## config.mk

```make
export PLATFORM = sky130hd
export DESIGN_NAME = xadc_drp_sequencer
export DESIGN_NICKNAME = d
export VERILOG_FILES = /design/src/rtl/xadc_drp_sequencer.sv
export SDC_FILE = /design/constraint.sdc
export NUM_CORES = 1
export LEC_CHECK = 0
export CAP_MARGIN = 20
export CORE_ASPECT_RATIO = 0.9
export CORE_MARGIN = 2
export CORE_UTILIZATION = 25
export DETAILED_ROUTE_END_ITERATION = 16
export GPL_ROUTABILITY_DRIVEN = 0
export PLACE_DENSITY = 0.46
export SYNTH_ARGS = -nofsm -noshare
export SYNTH_HDL_FRONTEND = slang
export SYNTH_SLANG_ARGS = --single-unit
export TNS_END_PERCENT = 10
```

## constraint.sdc

```tcl
create_clock -name CLK100MHZ -period 1.82 [get_ports CLK100MHZ]
set_input_delay 0.546 -clock CLK100MHZ [delete_from_list [all_inputs] [get_ports CLK100MHZ]]
set_output_delay 0.546 -clock CLK100MHZ [all_outputs]
set_load 0.01 [all_outputs]
```

## src/rtl/xadc_drp_sequencer.sv

```systemverilog
// rtl/xadc_drp_sequencer.sv - round-robin DRP reader for XADC aux channels 6, 7, 14, 15
// Each eoc_in triggers one DRP read of the next enabled channel; results land in per-channel registers.
module xadc_drp_sequencer #(
    parameter int         TIMEOUT   = 255,
    parameter logic [6:0] ADDR_BASE = 7'h10
) (
    input  logic        CLK100MHZ,
    input  logic        reset,
    input  logic [3:0]  ch_mask,
    input  logic        eoc_in,
    output logic        den_out,
    output logic        dwe_out,
    output logic [6:0]  daddr_out,
    input  logic        drdy_in,
    input  logic [15:0] do_in,
    output logic [11:0] sample6,
    output logic [11:0] sample7,
    output logic [11:0] sample14,
    output logic [11:0] sample15,
    output logic        sample_valid,
    output logic [1:0]  sample_idx,
    output logic        busy,
    output logic        overrun,
    output logic        timeout_err
);

    localparam int CW = $clog2(TIMEOUT + 1);

    typedef enum logic [1:0] {IDLE, ISSUE, WAIT_RDY, CAPTURE} state_t;

    state_t        state, state_nxt;
    logic [1:0]    last_idx;
    logic [1:0]    sel_idx;
    logic [1:0]    pick_idx;
    logic          pick_ok;
    logic [CW-1:0] tmo_cnt;
    logic          tmo_hit;
    logic [11:0]   smp [4];
    logic          unused_low;

    function automatic logic [6:0] aux_addr(input logic [1:0] idx);
        logic [6:0] aux;
        case (idx)
            2'd0:    aux = 7'd6;
            2'd1:    aux = 7'd7;
            2'd2:    aux = 7'd14;
            default: aux = 7'd15;
        endcase
        return ADDR_BASE + aux;
    endfunction

    // Search starts one past the last serviced index; k=4 wraps back onto last_idx itself.
    always_comb begin
        pick_ok  = 1'b0;
        pick_idx = last_idx;
        for (int k = 1; k <= 4; k++) begin
            if (!pick_ok && ch_mask[last_idx + 2'(k)]) begin
                pick_ok  = 1'b1;
                pick_idx = last_idx + 2'(k);
            end
        end
    end

    assign tmo_hit    = (tmo_cnt == CW'(TIMEOUT - 1));
    assign dwe_out    = 1'b0;
    assign sample6    = smp[0];
    assign sample7    = smp[1];
    assign sample14   = smp[2];
    assign sample15   = smp[3];
    assign unused_low = ^do_in[3:0];

    always_comb begin
        state_nxt    = state;
        den_out      = 1'b0;
        sample_valid = 1'b0;
        busy         = (state != IDLE);
        case (state)
            IDLE:     if (eoc_in && pick_ok) state_nxt = ISSUE;
            ISSUE: begin
                den_out   = 1'b1;
                state_nxt = WAIT_RDY;
            end
            WAIT_RDY: begin
                if (drdy_in)      state_nxt = CAPTURE;
                else if (tmo_hit) state_nxt = IDLE;
            end
            CAPTURE: begin
                sample_valid = 1'b1;
                state_nxt    = IDLE;
            end
            default:  state_nxt = IDLE;
        endcase
    end

    always_ff @(posedge CLK100MHZ) begin
        if (reset) begin
            state       <= IDLE;
            daddr_out   <= 7'd0;
            sample_idx  <= 2'd0;
            overrun     <= 1'b0;
            timeout_err <= 1'b0;
            last_idx    <= 2'd3;
            sel_idx     <= 2'd0;
            tmo_cnt     <= '0;
            for (int i = 0; i < 4; i++) smp[i] <= 12'd0;
        end else begin
            state <= state_nxt;
            if (eoc_in && state != IDLE) overrun <= 1'b1;
            case (state)
                IDLE: begin
                    if (eoc_in && pick_ok) begin
                        sel_idx   <= pick_idx;
                        daddr_out <= aux_addr(pick_idx);
                    end
                end
                ISSUE: tmo_cnt <= '0;
                WAIT_RDY: begin
                    // Sample register is written here so it is already visible while sample_valid is high.
                    if (drdy_in) begin
                        smp[sel_idx] <= do_in[15:4];
                        sample_idx   <= sel_idx;
                    end else if (tmo_hit) begin
                        timeout_err <= 1'b1;
                        last_idx    <= sel_idx;
                    end else begin
                        tmo_cnt <= tmo_cnt + 1'b1;
                    end
                end
                CAPTURE: last_idx <= sel_idx;
                default: ;
            endcase
        end
    end

endmodule

```

# Word level (Yosys, flattened, before mapping)
# Memory sizes are Yosys's and may differ from the RTL's.
# Index checks and enable logic that the tools add are counted.
# op_classes
addsub	5
magnitude_cmp	4
n_eq_ne	11
n_mux	41
n_bitwise	1
reduce_logical	20
# ops
cell	count
two-way mux 7 bit	3
two-way mux 2 bit	10
two-way mux 1 bit	17
two-way mux 8 bit	2
case mux 8 bit (2 select lines)	1
< comparator 2 x 3 -> 1 bit (second input constant)	4
two-way mux 12 bit	1
case mux 4 bit (3 select lines)	1
OR reduction 12 bit	1
AND reduction 3 bit	3
adder 8 x 1 -> 8 bit (second input constant)	1
binary-select mux 1 bit (select 2 bit)	4
== test 8 bit (second input constant)	1
inequality test 2 bit (second input constant)	4
case mux 2 bit (4 select lines)	1
adder 5 x 7 -> 7 bit (first input constant)	1
== test 2 bit (second input constant)	3
AND reduction 2 bit	3
nonzero test 2 bit	3
logical AND 1 bit	5
adder 2 bit (second input constant)	2
== test 2 x 1 -> 1 bit (second input constant)	2
zero test 2 bit	2
case mux 2 bit (2 select lines)	1
other kinds (4)	6
# word_totals
regBits	25
ramBits	48
out_inout_bits	63
mem_count	1
# memory_table
memory	words	width	rd	rd_clocked_by_memory_dff	wr	line	source
smp	4	12	4	0	4	38	logic [11:0] smp [4];

# Logic depth before layout (Yosys ltp)
# Gate-level depths: netlist of the first run.
# depth
word_depth	19
ltp_mapped	6

# Worst setup path before layout of the first run
# No wires, ideal clock.
# synth_path
kind	in2reg
start	input port reset
end	memory smp[3][0] (enable)
setup_time_ps	383
arrival_time_ps	1486
required_time_ps	1437
path_slack_ps	-49
cell_stages	3
n_path_buf	2
cell_sequence	clkbuf_1 > clkbuf_1 > o21bai_1
# synth_lines
item	line	source
start: declaration	8	input logic reset,
end: declaration	38	

==> flow_summary.toml, run 1 <==
[yosys]
avgSynthCellArea_um2 = 12.53
synth_flop_cell = "edfxtp_1"
synth_area_mm2 = 0.002869
yosysWarnings = 0
synth-async-reset-ratio = 0
netlist-cell-type-count = 48
synth_cells = 229
synth_edf_count = 48
synth.ff_latch_count = 68
ys_seq_area_frac = 0.6420

[pwr]
switching_share = 0.2357
power_switching_w = 0.0009302
ir_drop_v = 0.0003906
leakagePower_nw = 1.698
p_int_w = 0.003016
power_density_mw_per_mm2 = 908.5
pwr-share-clk = 0.457
power_frac_seq = 0.443
combinationalPowerShare = 0.100
power_w = 0.003947

[global_routing]
grtUsageTotal = 0.1169
grt.overflow.total = 0
grt_pass1_wl_um = 10800
grt_max_degree = 15
grt_pass1_vias = 2037
antenna_found_initial = 0

[timing]
rsz0062_at_grt = "false"
worst_slack_ns = 0.03691
finalSetupViolCount = 0
tns_ns = 0
period_minus_slack_ns = 1.783
fin_crit_sh = 0.9797
fin_worst_skew_ns = 0.005295
maxSlewViolCount = 0
hold_viol_final = 0
max_freq_ghz = 0.5608

[cells_and_area]
fin_cells = 493
layout_common_cells = "clkdlybuf4s50_1, and2_1, edfxtp_1"
drive_gt1_frac = 0.1780
area_growth_pct = 51.42
nets = 358
final_common_cell = "clkdlybuf4s50_1"
diodes = 0

[route]
wirelength_um = 6976
ant_nets = 0
drc = 0
vias_per_cell = 4.158
wire_per_inst_um = 14.15
drtPass1Iterations = 4
first_iter_violations = 58
vias = 2050

[clocking]
post_cts_buffers = 0
ctsLongestPathBuffers = 2
cts_sinks = 68
cts_made_buffers = 9
cts_root_buf = "clkbuf_16"
insertion_delay_ns = 0.33
tritoncts = "built"
htree_num_levels = 3
clk_pin_slew_ns = 0.06

[job]
cap_violations = 0

[critical_path]
worstPathRequired_ns = 1.27
path_delay_family = "buffers and inverters"
crit_buf_inv = 1
crit_type = "register to output pin"
cp.depth = 1
arrival_ns = 1.24
r2r_cells = 6
crit_path_start_kind = "register"
end_kind = "output pin"
critPathMaxFanout = 1
critical_path.max_stage_delay_ns = 0.54
crit_chain = "clkdlybuf4s50_1"
slowest_stage = "clkdlybuf4s50_1"

[die]
core.rowCount = 37
dieArea_mm2 = 0.01235
fp.dieW_um = 116.9
initial_core_util = 0.2540
die_y_um = 105.6
core_mm2 = 0.01130
pin_count = 87

[place]
dp_worst_setup_slack_ns = -0.4202
dp_cells = 477
dp_hpwl_um = 5089
port_buffers = 79

[min_path]
hold_depth = 2
worstHoldPathType = "register to register"

[status]
status = "complete, no violations"
==> final timing paths <==
| kind | start | end | slack (ns) |
|---|---|---|---|
| max | smp[2][11] | sample14[11] | 0.04 |
| min | daddr_out[3] | daddr_out[3] | 0.46 |
| max reg2reg | tmo_cnt[0] | tmo_cnt[7] | 0.18 |
| min reg2reg | daddr_out[3] | daddr_out[3] | 0.46 |
==> kinds of logic (layout without fill, tap and decap cells) <==
kind of cell / Yosys count / after routing / synth area share
buffers and inverters: 21 / 127 / 0.03794
other: 1 / 3 / 0.001307
flip-flops: 68 / 68 / 0.6420
AND/OR/NAND/NOR: 104 / 104 / 0.2215
multiplexers: 3 / 3 / 0.01090
adder cells (fa/ha/maj): 2 / 2 / 0.008721
AO/OA/AOI/OAI: 30 / 30 / 0.07764
==> flip-flops by register name, indices dropped and copies added, names as in the netlist <==
register,count
timeout_err,1
state,2
smp,48
last_idx,2
daddr_out,3
sel_idx,1
tmo_cnt,8
sample_idx,2
overrun,1
==> power by group through the flow <==
stage	logic (W)	registers (W)	clock network, W
after detailed placement	0.000410	0.00178	0
after CTS	0.000405	0.00175	0.00186
after global placement	0.000409	0.00178	0
after floorplan	0.000123	0.00181	0
after global routing	0.000428	0.00175	0.00192
final	0.000396	0.00175	0.00180
==> per-stage QoR <==
step / instance area (um2) / utilization / hold slack, ns
2_1_floorplan: 2880 / - / 0.4805
3_3_place_gp: 4021 / 0.3560 / 0.4550
3_5_place_dp: 4021 / 0.3560 / 0.4501
4_1_cts: 4333 / 0.3836 / 0.4626
5_1_grt: 4344 / 0.3846 / 0.4847
6_report: 4344 / 0.3846 / 0.4606
==> tightest hold or removal path, stage by stage (launching register included) <==
cell and delay [ns]:
dfxtp_1 0.31, nand2_1 0.05, a21oi_1 0.05
==> synthesized netlist by cell type (2+ instances only) <==
| library cell | instances | share of area |
|---|---|---|
| dfxtp_1 | 20 | 0.14 |
| ha_1 | 2 | 0.0087 |
| nand4_1 | 2 | 0.0044 |
| buf_4 | 8 | 0.021 |
| nor3_1 | 4 | 0.0070 |
| nand2b_1 | 5 | 0.011 |
| or3_1 | 2 | 0.0044 |
| o21ai_0 | 2 | 0.0035 |
| nand3_1 | 5 | 0.0087 |
| mux2i_1 | 2 | 0.0070 |
| nand2_1 | 6 | 0.0078 |
| or2_2 | 4 | 0.0087 |
| a21oi_1 | 12 | 0.021 |
| clkbuf_1 | 6 | 0.0078 |
| inv_1 | 7 | 0.0092 |
| nor2_1 | 15 | 0.020 |
| and2_1 | 48 | 0.10 |
| edfxtp_1 | 48 | 0.50 |
| nor3b_2 | 2 | 0.0087 |
==> repair_timing <==
item                       4_1_cts  5_1_grt
hold buffers                     0        0
setup endpoints to repair       45        7
gates resized for setup          9        8
==> routing by layer <==
layer  vias up  part of all wire  global-route usage
met4         0             0.010             0.03025
met1       967              0.45              0.1473
met5         -                 0                   0
li1       1009                 -                   -
met2        67              0.46              0.1837
met3         7             0.073             0.05003
==> layout make-up <==
class	instances	area [um2]
Fill cell	1132	6952
Sequential cell	68	1847
Timing Repair Buffer	104	1031
Multi-Input combinational cell	142	937.1
Clock buffer	9	225.2
Tap cell	156	195.2
Clock inverter	7	82.58
Inverter	7	26.28
(Power assumes the default switching activity.)
==> run 2: changes to the inputs <==
Settings changed: PLACE_DENSITY 0.46 to 0.44.
Clock period 1.82 ns to 1.97 ns, I/O delays scaled along.
==> flow_summary.toml, run 2 (synthesized netlist as in run 1, its figures left out) <==
[status]
status = "complete, no violations"

[global_routing]
antenna_found_initial = 0
grt_max_degree = 17
grt_pass1_wl_um = 10860
grt.overflow.total = 0
grt_pass1_vias = 2022
grtUsageTotal = 0.1181

[cells_and_area]
nets = 352
n_fill_cell = 1127
top_regs = "smp (48), tmo_cnt (8), daddr_out (3)"
largest_register = "smp"
layout_common_cells = "clkdlybuf4s50_1, and2_1, edfxtp_1"
area_growth_pct = 50.46
largest_register_ffs = 48
diodes = 0
drive_gt1_frac = 0.1571
final_common_cell = "clkdlybuf4s50_1"
fin_util = 0.3821

[critical_path]
crit_path_start_kind = "register"
end_kind = "output pin"
r2r_cells = 6
critPathMaxFanout = 6
crit_type = "register to output pin"
arrival_ns = 1.25
worstPathRequired_ns = 1.38

[die]
initial_core_util = 0.2540
core.rowCount = 37
die_y_um = 105.6
fp.dieW_um = 116.9
dieArea_mm2 = 0.01235
core_mm2 = 0.01130
pin_count = 87

[clocking]
cts_root_buf = "clkbuf_16"
tritoncts = "built"
ctsHoldBuffers = 0
clk_pin_slew_ns = 0.06
ctsLongestPathBuffers = 2
cts_made_buffers = 9
post_cts_buffers = 0
insertion_delay_ns = 0.33
cts_sinks = 68
htree_num_levels = 3

[pwr]
ir_drop_v = 0.0004025
power_density_mw_per_mm2 = 863.6
leakagePower_nw = 1.633

[timing]
rsz0062_at_grt = "false"
finalSetupViolCount = 0
max_freq_ghz = 0.5436
fin_crit_sh = 0.9337
maxSlewViolCount = 0
fin_worst_skew_ns = 0.004973
period_minus_slack_ns = 1.839
hold_viol_final = 0
holdWs_ns = 0.4788

[route]
wirelength_um = 6888
first_iter_violations = 64
wire_per_inst_um = 14.14
ant_nets = 0
drtPass1Iterations = 4
drc = 0
vias_per_cell = 4.181
vias = 2036

[place]
port_buffers = 79
dp_hpwl_um = 5078

[job]
cap_violations = 0

[min_path]
worstHoldPathType = "register to register"
hold_depth = 2
-- run 2: cell count changes in the layout (fill, tap and decap cells not counted), moves of 2 or more --
| cell | change |
|---|---|
| buf_4 | -6 |
| dlygate4sd2_1 | -2 |
| clkdlybuf4s50_1 | +6 |
| dlymetal6s2s_1 | -3 |
-- run 2: worst max-delay path, cell delays in order (launching register included) --
cell and delay, ns:
dfxtp_4 0.37, nand2b_1 0.16, inv_1 0.12, dlygate4sd2_1 0.28
-- run 2: layout make-up --
class | count | area (um2) | area share
Inverter | 7 | 26.28 | 0.006087
Clock inverter | 7 | 98.84 | 0.02290
Multi-Input combinational cell | 142 | 935.9 | 0.2168
Timing Repair Buffer | 98 | 985.9 | 0.2284
Sequential cell | 68 | 1849 | 0.4284
Tap cell | 156 | 195.2 | 0.04522
Clock buffer | 9 | 225.2 | 0.05217
-- run 2: final timing paths --
path | startpoint | end | slack [ns]
setup reg to reg | tmo_cnt[0] | tmo_cnt[7] | 0.28
hold reg to reg | timeout_err | timeout_err | 0.48
hold / removal | timeout_err | timeout_err | 0.48
setup / recovery | state[1] | den_out | 0.13
-- run 2: timing repair --
item	in CTS	in global routing
endpoints found under the setup margin	3	38
cloned	0	0
pin swaps	0	0
gates resized for setup	5	6
-- run 2: stage by stage --
| step | power [W] | setup slack (ns) | TNS, ns | cells | area (um2) |
|---|---|---|---|---|---|
| after CTS | 0.003777 | -0.04375 | -0.04375 | 487 | 4299 |
| after global routing | 0.003863 | 0.07342 | 0 | 487 | 4317 |
| after detailed placement | 0.002016 | -0.3288 | -23.68 | 471 | 3973 |
| after floorplan | 0.001781 | 0.05562 | 0 | 231 | 2877 |
| after global placement | 0.002015 | -0.3210 | -22.08 | 471 | 3973 |
| final | 0.003728 | 0.1305 | 0 | 487 | 4317 |
-- run 2: power by group --
group / internal, W / switching (W)
Combinational: 0.000200 / 0.000163
Clock: 0.00112 / 0.000632
Sequential: 0.00158 / 0.0000323
-- run 2: routing by layer --
layer  track usage  wire length, um  part of all wire
met1        0.1479             3117              0.45
met5             0                0                 0
met3       0.03968              482             0.070
met4       0.04286              110             0.016
met2        0.1887             3177              0.46
